--- src/rtl/spi_frame_engine_pkg.sv ---
// Shared types and constants for the SPI slave frame engine.
// EMPTY_CMD is the frame type shifted out when the host has nothing queued.
package spi_frame_engine_pkg;

  localparam logic [15:0] EMPTY_CMD = 16'hC3A5;

  typedef enum logic [1:0] {
    ST_WAIT_IDLE = 2'd0,
    ST_READY     = 2'd1,
    ST_XFER      = 2'd2
  } state_e;

  function automatic int sat_inc(input int value, input int limit);
    return (value >= limit) ? limit : value + 1;
  endfunction

endpackage

--- src/rtl/spi_frame_engine_sync_fifo.sv ---
// Single-clock FIFO with registered count and first-word-fall-through output.
// A push into a full FIFO is accepted only when a pop happens in the same cycle.
module spi_frame_engine_sync_fifo #(
  parameter int WIDTH = 16,
  parameter int DEPTH = 4
) (
  input  logic             i_clk,
  input  logic             i_rst_n,
  input  logic             i_push,
  input  logic [WIDTH-1:0] i_din,
  input  logic             i_pop,
  output logic [WIDTH-1:0] o_dout,
  output logic             o_full,
  output logic             o_empty
);

  localparam int AW = (DEPTH > 1) ? $clog2(DEPTH) : 1;
  localparam int CW = $clog2(DEPTH + 1);

  logic [WIDTH-1:0] r_mem [DEPTH];
  logic [AW-1:0]    r_wr_ptr;
  logic [AW-1:0]    r_rd_ptr;
  logic [CW-1:0]    r_count;
  logic             w_do_push;
  logic             w_do_pop;

  assign o_full    = (r_count == CW'(DEPTH));
  assign o_empty   = (r_count == {CW{1'b0}});
  assign w_do_pop  = i_pop & ~o_empty;
  assign w_do_push = i_push & (~o_full | w_do_pop);
  assign o_dout    = r_mem[r_rd_ptr];

  // Storage, pointers and occupancy count.
  always_ff @(posedge i_clk or negedge i_rst_n) begin
    if (!i_rst_n) begin
      for (int i = 0; i < DEPTH; i++) r_mem[i] <= {WIDTH{1'b0}};
      r_wr_ptr <= {AW{1'b0}};
      r_rd_ptr <= {AW{1'b0}};
      r_count  <= {CW{1'b0}};
    end else begin
      if (w_do_push) begin
        r_mem[r_wr_ptr] <= i_din;
        r_wr_ptr <= (r_wr_ptr == AW'(DEPTH - 1)) ? {AW{1'b0}} : r_wr_ptr + AW'(1);
      end
      if (w_do_pop) begin
        r_rd_ptr <= (r_rd_ptr == AW'(DEPTH - 1)) ? {AW{1'b0}} : r_rd_ptr + AW'(1);
      end
      case ({w_do_push, w_do_pop})
        2'b10:   r_count <= r_count + CW'(1);
        2'b01:   r_count <= r_count - CW'(1);
        default: r_count <= r_count;
      endcase
    end
  end

endmodule

--- src/rtl/spi_frame_engine.sv ---
// SPI mode-0 slave frame engine: oversampled pins, TX/RX word FIFOs and
// malformed-frame / underrun / overrun pulses, all in the PI_MASTER_CLK domain.
module spi_frame_engine
  import spi_frame_engine_pkg::*;
#(
  parameter int                 FRAME_W   = 16,
  parameter int                 TX_DEPTH  = 4,
  parameter int                 RX_DEPTH  = 4,
  parameter logic [FRAME_W-1:0] IDLE_WORD = FRAME_W'(EMPTY_CMD)
) (
  input  logic               PI_MASTER_CLK,
  input  logic               PI_RESET_n,
  input  logic               SPI_CLK,
  input  logic               SPI_CS_n,
  input  logic               SPI_MOSI,
  output logic               SPI_MISO,
  input  logic [FRAME_W-1:0] tx_data,
  input  logic               tx_valid,
  output logic               tx_ready,
  output logic [FRAME_W-1:0] rx_data,
  output logic               rx_valid,
  input  logic               rx_ready,
  output logic               frame_err,
  output logic               tx_underrun,
  output logic               rx_overrun
);

  localparam int CNT_W = $clog2(FRAME_W + 2);

  logic r_sck_meta, r_sck_sync, r_sck_prev;
  logic r_cs_meta, r_cs_sync, r_cs_prev;
  logic r_mosi_meta, r_mosi_sync;

  state_e             r_state;
  logic [CNT_W-1:0]   r_bitcnt;
  logic [FRAME_W-1:0] r_tx_shift;
  logic [FRAME_W-1:0] r_rx_shift;
  logic [FRAME_W-1:0] r_rx_word;
  logic               r_rx_push;
  logic               r_miso;
  logic               r_frame_err;
  logic               r_tx_underrun;
  logic               r_rx_overrun;

  logic               w_sck_rise, w_sck_fall, w_cs_rise, w_cs_fall;
  logic               w_tx_pop;
  logic [FRAME_W-1:0] w_tx_head;
  logic               w_tx_full, w_tx_empty;
  logic               w_rx_full, w_rx_empty;

  assign w_sck_rise = r_sck_sync & ~r_sck_prev;
  assign w_sck_fall = ~r_sck_sync & r_sck_prev;
  assign w_cs_rise  = r_cs_sync & ~r_cs_prev;
  assign w_cs_fall  = ~r_cs_sync & r_cs_prev;
  assign w_tx_pop   = (r_state == ST_READY) & w_cs_fall;

  assign SPI_MISO    = r_miso;
  assign tx_ready    = ~w_tx_full;
  assign rx_valid    = ~w_rx_empty;
  assign frame_err   = r_frame_err;
  assign tx_underrun = r_tx_underrun;
  assign rx_overrun  = r_rx_overrun;

  spi_frame_engine_sync_fifo #(.WIDTH(FRAME_W), .DEPTH(TX_DEPTH)) u_tx_fifo (
    .i_clk   (PI_MASTER_CLK),
    .i_rst_n (PI_RESET_n),
    .i_push  (tx_valid),
    .i_din   (tx_data),
    .i_pop   (w_tx_pop),
    .o_dout  (w_tx_head),
    .o_full  (w_tx_full),
    .o_empty (w_tx_empty)
  );

  spi_frame_engine_sync_fifo #(.WIDTH(FRAME_W), .DEPTH(RX_DEPTH)) u_rx_fifo (
    .i_clk   (PI_MASTER_CLK),
    .i_rst_n (PI_RESET_n),
    .i_push  (r_rx_push),
    .i_din   (r_rx_word),
    .i_pop   (rx_ready),
    .o_dout  (rx_data),
    .o_full  (w_rx_full),
    .o_empty (w_rx_empty)
  );

  // Pin synchronisers; CS_n resets low so WAIT_IDLE must see a real high level.
  always_ff @(posedge PI_MASTER_CLK or negedge PI_RESET_n) begin
    if (!PI_RESET_n) begin
      {r_sck_meta, r_sck_sync, r_sck_prev} <= 3'b000;
      {r_cs_meta, r_cs_sync, r_cs_prev}    <= 3'b000;
      {r_mosi_meta, r_mosi_sync}           <= 2'b00;
    end else begin
      {r_sck_meta, r_sck_sync, r_sck_prev} <= {SPI_CLK, r_sck_meta, r_sck_sync};
      {r_cs_meta, r_cs_sync, r_cs_prev}    <= {SPI_CS_n, r_cs_meta, r_cs_sync};
      {r_mosi_meta, r_mosi_sync}           <= {SPI_MOSI, r_mosi_meta};
    end
  end

  // Frame FSM, shift registers and event pulses.
  always_ff @(posedge PI_MASTER_CLK or negedge PI_RESET_n) begin
    if (!PI_RESET_n) begin
      r_state       <= ST_WAIT_IDLE;
      r_bitcnt      <= {CNT_W{1'b0}};
      r_tx_shift    <= {FRAME_W{1'b0}};
      r_rx_shift    <= {FRAME_W{1'b0}};
      r_rx_word     <= {FRAME_W{1'b0}};
      r_rx_push     <= 1'b0;
      r_miso        <= 1'b0;
      r_frame_err   <= 1'b0;
      r_tx_underrun <= 1'b0;
      r_rx_overrun  <= 1'b0;
    end else begin
      r_rx_push     <= 1'b0;
      r_frame_err   <= 1'b0;
      r_tx_underrun <= 1'b0;
      r_rx_overrun  <= r_rx_push & w_rx_full & ~rx_ready;
      case (r_state)
        ST_WAIT_IDLE: begin
          r_miso <= 1'b0;
          if (r_cs_sync) r_state <= ST_READY;
        end
        ST_READY: begin
          if (w_cs_fall) begin
            r_state  <= ST_XFER;
            r_bitcnt <= {CNT_W{1'b0}};
            if (!w_tx_empty) begin
              r_tx_shift <= w_tx_head;
              r_miso     <= w_tx_head[FRAME_W-1];
            end else begin
              r_tx_shift    <= IDLE_WORD;
              r_miso        <= IDLE_WORD[FRAME_W-1];
              r_tx_underrun <= 1'b1;
            end
          end
        end
        ST_XFER: begin
          if (w_cs_rise) begin
            r_state <= ST_READY;
            r_miso  <= 1'b0;
            if (r_bitcnt == CNT_W'(FRAME_W)) begin
              r_rx_push <= 1'b1;
              r_rx_word <= r_rx_shift;
            end else begin
              r_frame_err <= 1'b1;
            end
          end else if (w_sck_rise) begin
            r_rx_shift <= {r_rx_shift[FRAME_W-2:0], r_mosi_sync};
            r_bitcnt   <= CNT_W'(sat_inc(int'(r_bitcnt), FRAME_W + 1));
          end else if (w_sck_fall) begin
            r_tx_shift <= {r_tx_shift[FRAME_W-2:0], 1'b0};
            r_miso     <= r_tx_shift[FRAME_W-2];
          end
        end
        default: begin
          r_state <= ST_WAIT_IDLE;
          r_miso  <= 1'b0;
        end
      endcase
    end
  end

endmodule

--- config.mk ---
export PLATFORM = sky130hd
export DESIGN_NAME = spi_frame_engine
export DESIGN_NICKNAME = d
export VERILOG_FILES = /design/src/rtl/spi_frame_engine_pkg.sv /design/src/rtl/spi_frame_engine_sync_fifo.sv /design/src/rtl/spi_frame_engine.sv
export SDC_FILE = /design/constraint.sdc
export NUM_CORES = 1
export LEC_CHECK = 0
export ABC_CLOCK_PERIOD_IN_PS = 4200
export CORE_ASPECT_RATIO = 0.75
export CORE_MARGIN = 2
export CORE_UTILIZATION = 44
export CTS_CLUSTER_SIZE = 28
export DETAILED_ROUTE_END_ITERATION = 16
export SLEW_MARGIN = 0
export SYNTH_ARGS = -nofsm -noshare
export SYNTH_HDL_FRONTEND = slang
export SYNTH_SLANG_ARGS = --single-unit
--- constraint.sdc ---
create_clock -name PI_MASTER_CLK -period 4.2 [get_ports PI_MASTER_CLK]
set_input_delay 1.05 -clock PI_MASTER_CLK [delete_from_list [all_inputs] [get_ports PI_MASTER_CLK]]
set_output_delay 1.05 -clock PI_MASTER_CLK [all_outputs]
set_load 0.01 [all_outputs]
==> run summary <==
Outcome = finished clean
Site row count = 45
Clock transition at the registers of the reported paths = 60 ps
Inserted Clock Buffers = 22
Routability cong. = 0.718
Initial drt markers = 329
Worst reg2reg path startpoint = r_state[1]
Final Util = 52.4%
Wire per inst = 18.4 microns
Post-CTS setup buffers = 0
Final Skew = 11.9 ps
Crit-path max cell delay = 630 ps
# DRC = 0
Tmin final = 3380 ps
Max Freq = 0.296 GHz
Sequential area share after synthesis = 57.1%
Post-synth cell types = 44
Worst setup path end = rx_data[1]
CTS root buffer = clkbuf_16
Initial core utilization = 45.1%
PwrDens = 593 nW/um^2
Post-CTS sizing = 0
Dpl cell area = 9930 sq um
Area share of the largest cell type after synthesis = 57.1%
Primary FF master, synth = dfrtp_1
Pre-antenna DRT Iters = 4
Fin Setup TNS = 0 ps
Final HPWL DP = 11500 microns
I/O pins = 45
Final max-slew violation count = 0
Via count = 5102
RSZ-0062 raised after global routing = false
PortBufs = 44
H-tree Lvls = 1
Worst Reg2Reg Path Length in Cells = 10
Final period util = 80.5%
CP Cell Sequence = buf_4 -> mux4_2 -> clkdlybuf4s50_1
Leakage = 4.89 nW
Fin worst setup slack = 820 ps
Worst rel slew slack = 31.3%
Slowest-stage cell, CP = mux4_2
Hold WC Path Type = reg2reg
HP Start = r_mosi_meta
Number of global-route vias before repair = 5451
R2R Setup Slk = 1700 ps
Overall Global Routing Usage = 17.3%
Die height = 129 microns
Final WL = 17700 microns
Largest cells by area after synthesis = dfrtp_1 (57%), mux2_2 (21%), mux4_2 (7.9%)
CTS Hold Bufs = 0
Multi-input gate area = 3700 sq um
Final hold viol count = 0
RR Endpoint = u_tx_fifo.r_count[2]
Max Cap Violations = 0
Die W = 171 microns
Leading area contributor after synthesis = dfrtp_1
Post-Syn Instances = 613
Worst slew pin tran = 1030 ps
CTS Buffer Depth = 3
Clk sinks = 209
Ys async rst share = 100%
Die ar. = 22000 sq um
Initial antenna violation count = 0
CTS tree = done
FF/Latch Area = 5230 sq um
Final setup violation count = 0
Critical path origin = u_rx_fifo.r_rd_ptr[0]
Number of synthesized flops with an enable pin = 0
Core area = 20300 sq um
CP arrival = 2330 ps
Post-synthesis register bit count = 209
Critical path required time = 3150 ps
Avg Cell Area, Syn = 14.9 sq um
Worst slack at placement = 998 ps
Ys Warns = 0
Global-route wire length before repair = 29900 microns
ANT nets after route = 0
Post-Syn Nets = 657
Overflow after GRT = 0
Largest fanout on the critical path = 19
Area grow syn2layout = 16.3%
Worst skew pair latency = 500 ps
Nets = 711
CP startpoint kind = flop
Crit path kind = reg2out
Synthesized area = 9160 sq um
Fill cells = 1677
IR drop worst, VDD = 0.288 mV
Post-route cell area = 10700 sq um
Number of diodes = 0
Via-to-Cell Ratio = 5.30
Largest net degree at the start of global routing = 96
CP endpoint kind = primary output
Layout cells sized above 1 = 38.6%
Tot Pwr = 0.00632 W
## kinds of logic after synthesis
group | Yosys count | synth area share, %
simple gates | 70 | 3.76
compound gates | 43 | 3.13
mux | 212 | 29.9
fa+ha+maj | 21 | 3.03
buf+inv | 52 | 2.50
xor+xnor | 6 | 0.574
flops | 209 | 57.1
## cells in the mapped netlist (6+ instances only)
master / n
dfrtp_1: 209
mux2_2: 174
mux4_2: 32
inv_1: 26
nand2_1: 20
ha_1: 19
nor2_1: 19
buf_2: 12
o21ai_0: 12
a21oi_1: 10
clkbuf_1: 7
mux2i_1: 6
## worst min-delay path by stage
stage / endpoint / cells past startpoint
6_report: r_mosi_sync / 0
3_5_place_dp: r_mosi_sync / 0
4_1_cts: r_mosi_sync / 0
3_3_place_gp: r_sck_sync / 0
5_1_grt: r_sck_sync / 0
2_1_floorplan: r_cs_sync / 0
## report_power, final
group	internal (W)	total [W]	switching, W
combinational	0.000900	0.00156	0.000664
sequential	0.00248	0.00281	0.000331
clock	0.00118	0.00195	0.000770
## layout by cell type, fill, tap and decap left out, types with 6 or more instances in the layout
cell type | Yosys | final
clkdlybuf4s50_1 | 0 | 43
clkbuf_1 | 7 | 6
clkbuf_16 | 0 | 23
buf_4 | 5 | 11
nand2_1 | 20 | 20
a21oi_1 | 10 | 10
mux4_2 | 32 | 32
o21ai_0 | 12 | 12
nor2_1 | 19 | 19
dfrtp_1 | 209 | 209
mux2i_1 | 6 | 6
ha_1 | 19 | 19
mux2_2 | 174 | 174
inv_1 | 26 | 26
## critical path, delay by kind of cell (launching register included)
kind / cells / cell delay, ps
buf+inv: 2 / 870
mux: 1 / 630
flops: 1 / 320
## final cells by class
| cell class | instances | area share, % |
|---|---|---|
| sequential | 209 | 49.1 |
| clock buffer | 32 | 6.00 |
| clock inverter | 6 | 0.810 |
| timing repair buffer | 56 | 5.13 |
| inverter | 26 | 0.916 |
| multi-input combinational | 352 | 34.7 |
| tap | 282 | 3.31 |
## state kept, by name, summed over array words and instances, names as in the netlist, 3 cells and up
register	flops
r_rx_shift	16
r_tx_shift	15
u_tx_fifo.r_count	3
r_rx_word	16
r_bitcnt	5
u_rx_fifo.r_mem	64
u_rx_fifo.r_count	3
u_tx_fifo.r_mem	64
## per-stage QoR
| step | instances | hold slack [ps] |
|---|---|---|
| 4_1_cts | 963 | 349 |
| 6_report | 963 | 349 |
| 3_5_place_dp | 925 | 335 |
| 5_1_grt | 963 | 366 |
| 2_1_floorplan | 613 | 331 |
| 3_3_place_gp | 925 | 337 |
## per-layer routing
metal  routed length [microns]  up-vias  global-route usage [%]
li1                          -     2315                       -
met1                      9030     2684                    26.6
met2                      7810       80                    25.9
met3                       622       23                    3.05
met4                       274        0                    3.77
met5                         0        -                       0
(Power assumes the default switching activity.)
==> patch, RTL diff (config.mk and constraints unchanged) <==
`TX_DEPTH`: 4 -> 8.
--- a/src/rtl/spi_frame_engine.sv
+++ b/src/rtl/spi_frame_engine.sv
@@ -5,5 +5,5 @@
 #(
   parameter int                 FRAME_W   = 16,
-  parameter int                 TX_DEPTH  = 4,
+  parameter int                 TX_DEPTH  = 8,
   parameter int                 RX_DEPTH  = 4,
   parameter logic [FRAME_W-1:0] IDLE_WORD = FRAME_W'(EMPTY_CMD)
Check against the original RTL: not equivalent (Yosys sat finds a counterexample within 10 cycles, from zero or initial values and one cycle with PI_RESET_n low).
==> patch against the original RTL <==
Final area grew 33%. Area after synthesis grew 35%. Global-route usage grew 0.65 points. Clock skew grew 2.0 ps. Total power grew 45%. Sequential cell count grew 67. Worst setup slack lost 97 ps. First-iteration DRC count grew 10%. Routed wire length grew 43%. Cell count grew 29%. Highest routed layer is now met5.
==> patch: results (changes against the original RTL) <==
The complex-gate fraction of the synthesized area was 3.045% (-0.083 points). The slack of the worst reg-to-reg path was 1500 ps (-200 ps); the total wire length after detailed routing was 25370 µm (+43%). The sum of met2 wire segment lengths after detailed routing was 11850 µm (+52%); the switching power of the nets was 2602 µW (+47%). The maximum count of clock buffers along a single path is 3 (unchanged), and the fraction of synthesized cell area in xor and xnor cells is 0.5684% (-0.0053 points).

The run gives 2430 ps (+100 ps) as the worst endpoint data arrival time. After synthesis, the most frequently instantiated cells are sky130_fd_sc_hd__dfrtp_1 (276), sky130_fd_sc_hd__mux2_2 (228), sky130_fd_sc_hd__mux4_2 (47). The logs give 56.03% (-1.1 points) for the share of synthesized area occupied by flip-flops and latches and 0 (unchanged) for the number of warnings reported in the yosys synthesis log. Post-cts sizing count: 0 (unchanged). The global routing usage on met2 was 28.77% (+2.8 points).

The detailed router used layers up to and including met5. The tools report the met3 track demand over resource as 2.758% (-0.29 points). For the via count of the first global-routing pass, the log shows 7565 (+39%). The first-pass GRT wire length was 41650 µm (+39%); the initial antenna violation count was 2 (+2).

The global placer's final weighted congestion is 0.7917 (+10%). The tools report the number of detailed-routing iterations run before antenna repair as 4 (unchanged). The placed wire-length estimate after detailed placement was 16140 µm (+40%). The pin count of the biggest net entering global routing is 104 (+8.3%), and the number of CTS-inserted buffers is 28 (+27%).

The port buffer count was 44 (unchanged). The leakage power of the design was 0.006421 µW (+31%); the total number of nets in the final design was 905 (+27%). The post-detailed-placement cell area is 13200 µm² (+33%).

The adder-cell share of the synthesized area was 2.274% (-0.76 points). For the post-route worst hold slack, the log shows 345.4 ps (-3.351 ps). The run finished with clean final reports. The maximum fanout along the worst path is 16 (-3), and the proportion of synthesized area in mux cells is 31.45% (+1.5 points).

The worst-case clock skew is 13.85 ps (+1.972 ps). The run gives 26.24% (-0.40 points) as the global-route track usage on met1. Fraction of layout instances using a drive strength above 1: 42.00% (+3.4 points).

The capturing point of the worst reg2reg path was u_tx_fifo.r_count[2]. Sorting the synthesized cells by area gives the leading types as sky130_fd_sc_hd__dfrtp_1 (56%), sky130_fd_sc_hd__mux2_2 (21%), sky130_fd_sc_hd__mux4_2 (8.6%). The maximum ir drop on the vdd rail was 0.3577 mV (+24%). The number of violations reported at the end of detailed-routing iteration 0 came out at 362 (+10%).

In this run the most critical hold path is launched from r_sck_meta. The overall routing resource usage came out at 18.00% (+0.65 points). The net count after synthesis was 852 (+30%).

The path with the worst hold slack has its endpoint at r_sck_sync. The logs give 55 (+25%) for the count of cell types in the netlist and 890 µm (+43%) for the routed length on met3. The worst reg2reg path depth was 13 (+3); the met1 wire length was 12160 µm (+35%). The relative max-transition margin came out at 28.58% (-2.8 points).

The source-to-sink clock delay at the later pin of the worst-skew pair was 540 ps (+40 ps). The number of vias per cell after detailed routing was 5.550 (+4.8%). The largest registers in the layout are u_tx_fifo.r_mem: 128 flops, u_rx_fifo.r_mem: 64 flops.
-- patch: cell count changes after synthesis, sizes merged, moves of 4 or more --
cell and change:
inv -6, nand4b +4, mux4 +15, buf +10, nand2b -4, nor2 +4
dfrtp +67, a221oi +11, clkbuf +8, mux2i +4, mux2 +64
-- patch: worst max-delay path: stages, from the launching register on --
cell	delay [ps]
sky130_fd_sc_hd__dfrtp_1	460
sky130_fd_sc_hd__buf_4	360
sky130_fd_sc_hd__mux4_2	570
sky130_fd_sc_hd__clkdlybuf4s50_1	490
-- patch: through the flow --
stage	setup slack (ps)	std cells	utilization (%)	total power, µW
floorplan	1446	808	-	5802
global placement	1064	1188	47.50	6339
detailed placement	965.6	1188	47.50	6530
CTS	674.6	1238	51.14	9254
global route	587.3	1238	51.14	9639
finish	723.0	1238	51.14	9153
-- patch: power by group through the flow --
stage | sequential (µW) | clock, µW | combinational, µW
2_1_floorplan | 3740 | 0 | 2060
3_3_place_gp | 4020 | 0 | 2320
3_5_place_dp | 4110 | 0 | 2420
4_1_cts | 4070 | 2750 | 2430
5_1_grt | 4170 | 2850 | 2610
6_report | 4070 | 2690 | 2400
-- patch: cell type report --
type                    count  area (µm²)
repair buffers             67       630.6
fillers                  2288       13580
clock inverters            13       195.2
well taps                 357       446.7
clock buffers              37       815.8
inverters                  20       80.08
multi-input cells         468        5132
flip-flops and latches    276        6909
-- patch: how the worst max path moves through the flow --
| stage | depth (start not counted) | endpoint |
|---|---|---|
| global placement | 10 | u_rx_fifo.r_count[2] |
| detailed placement | 10 | u_rx_fifo.r_count[2] |
| finish | 3 | rx_data[15] |
| CTS | 3 | rx_data[15] |
| global route | 3 | rx_data[8] |
| floorplan | 3 | rx_data[10] |
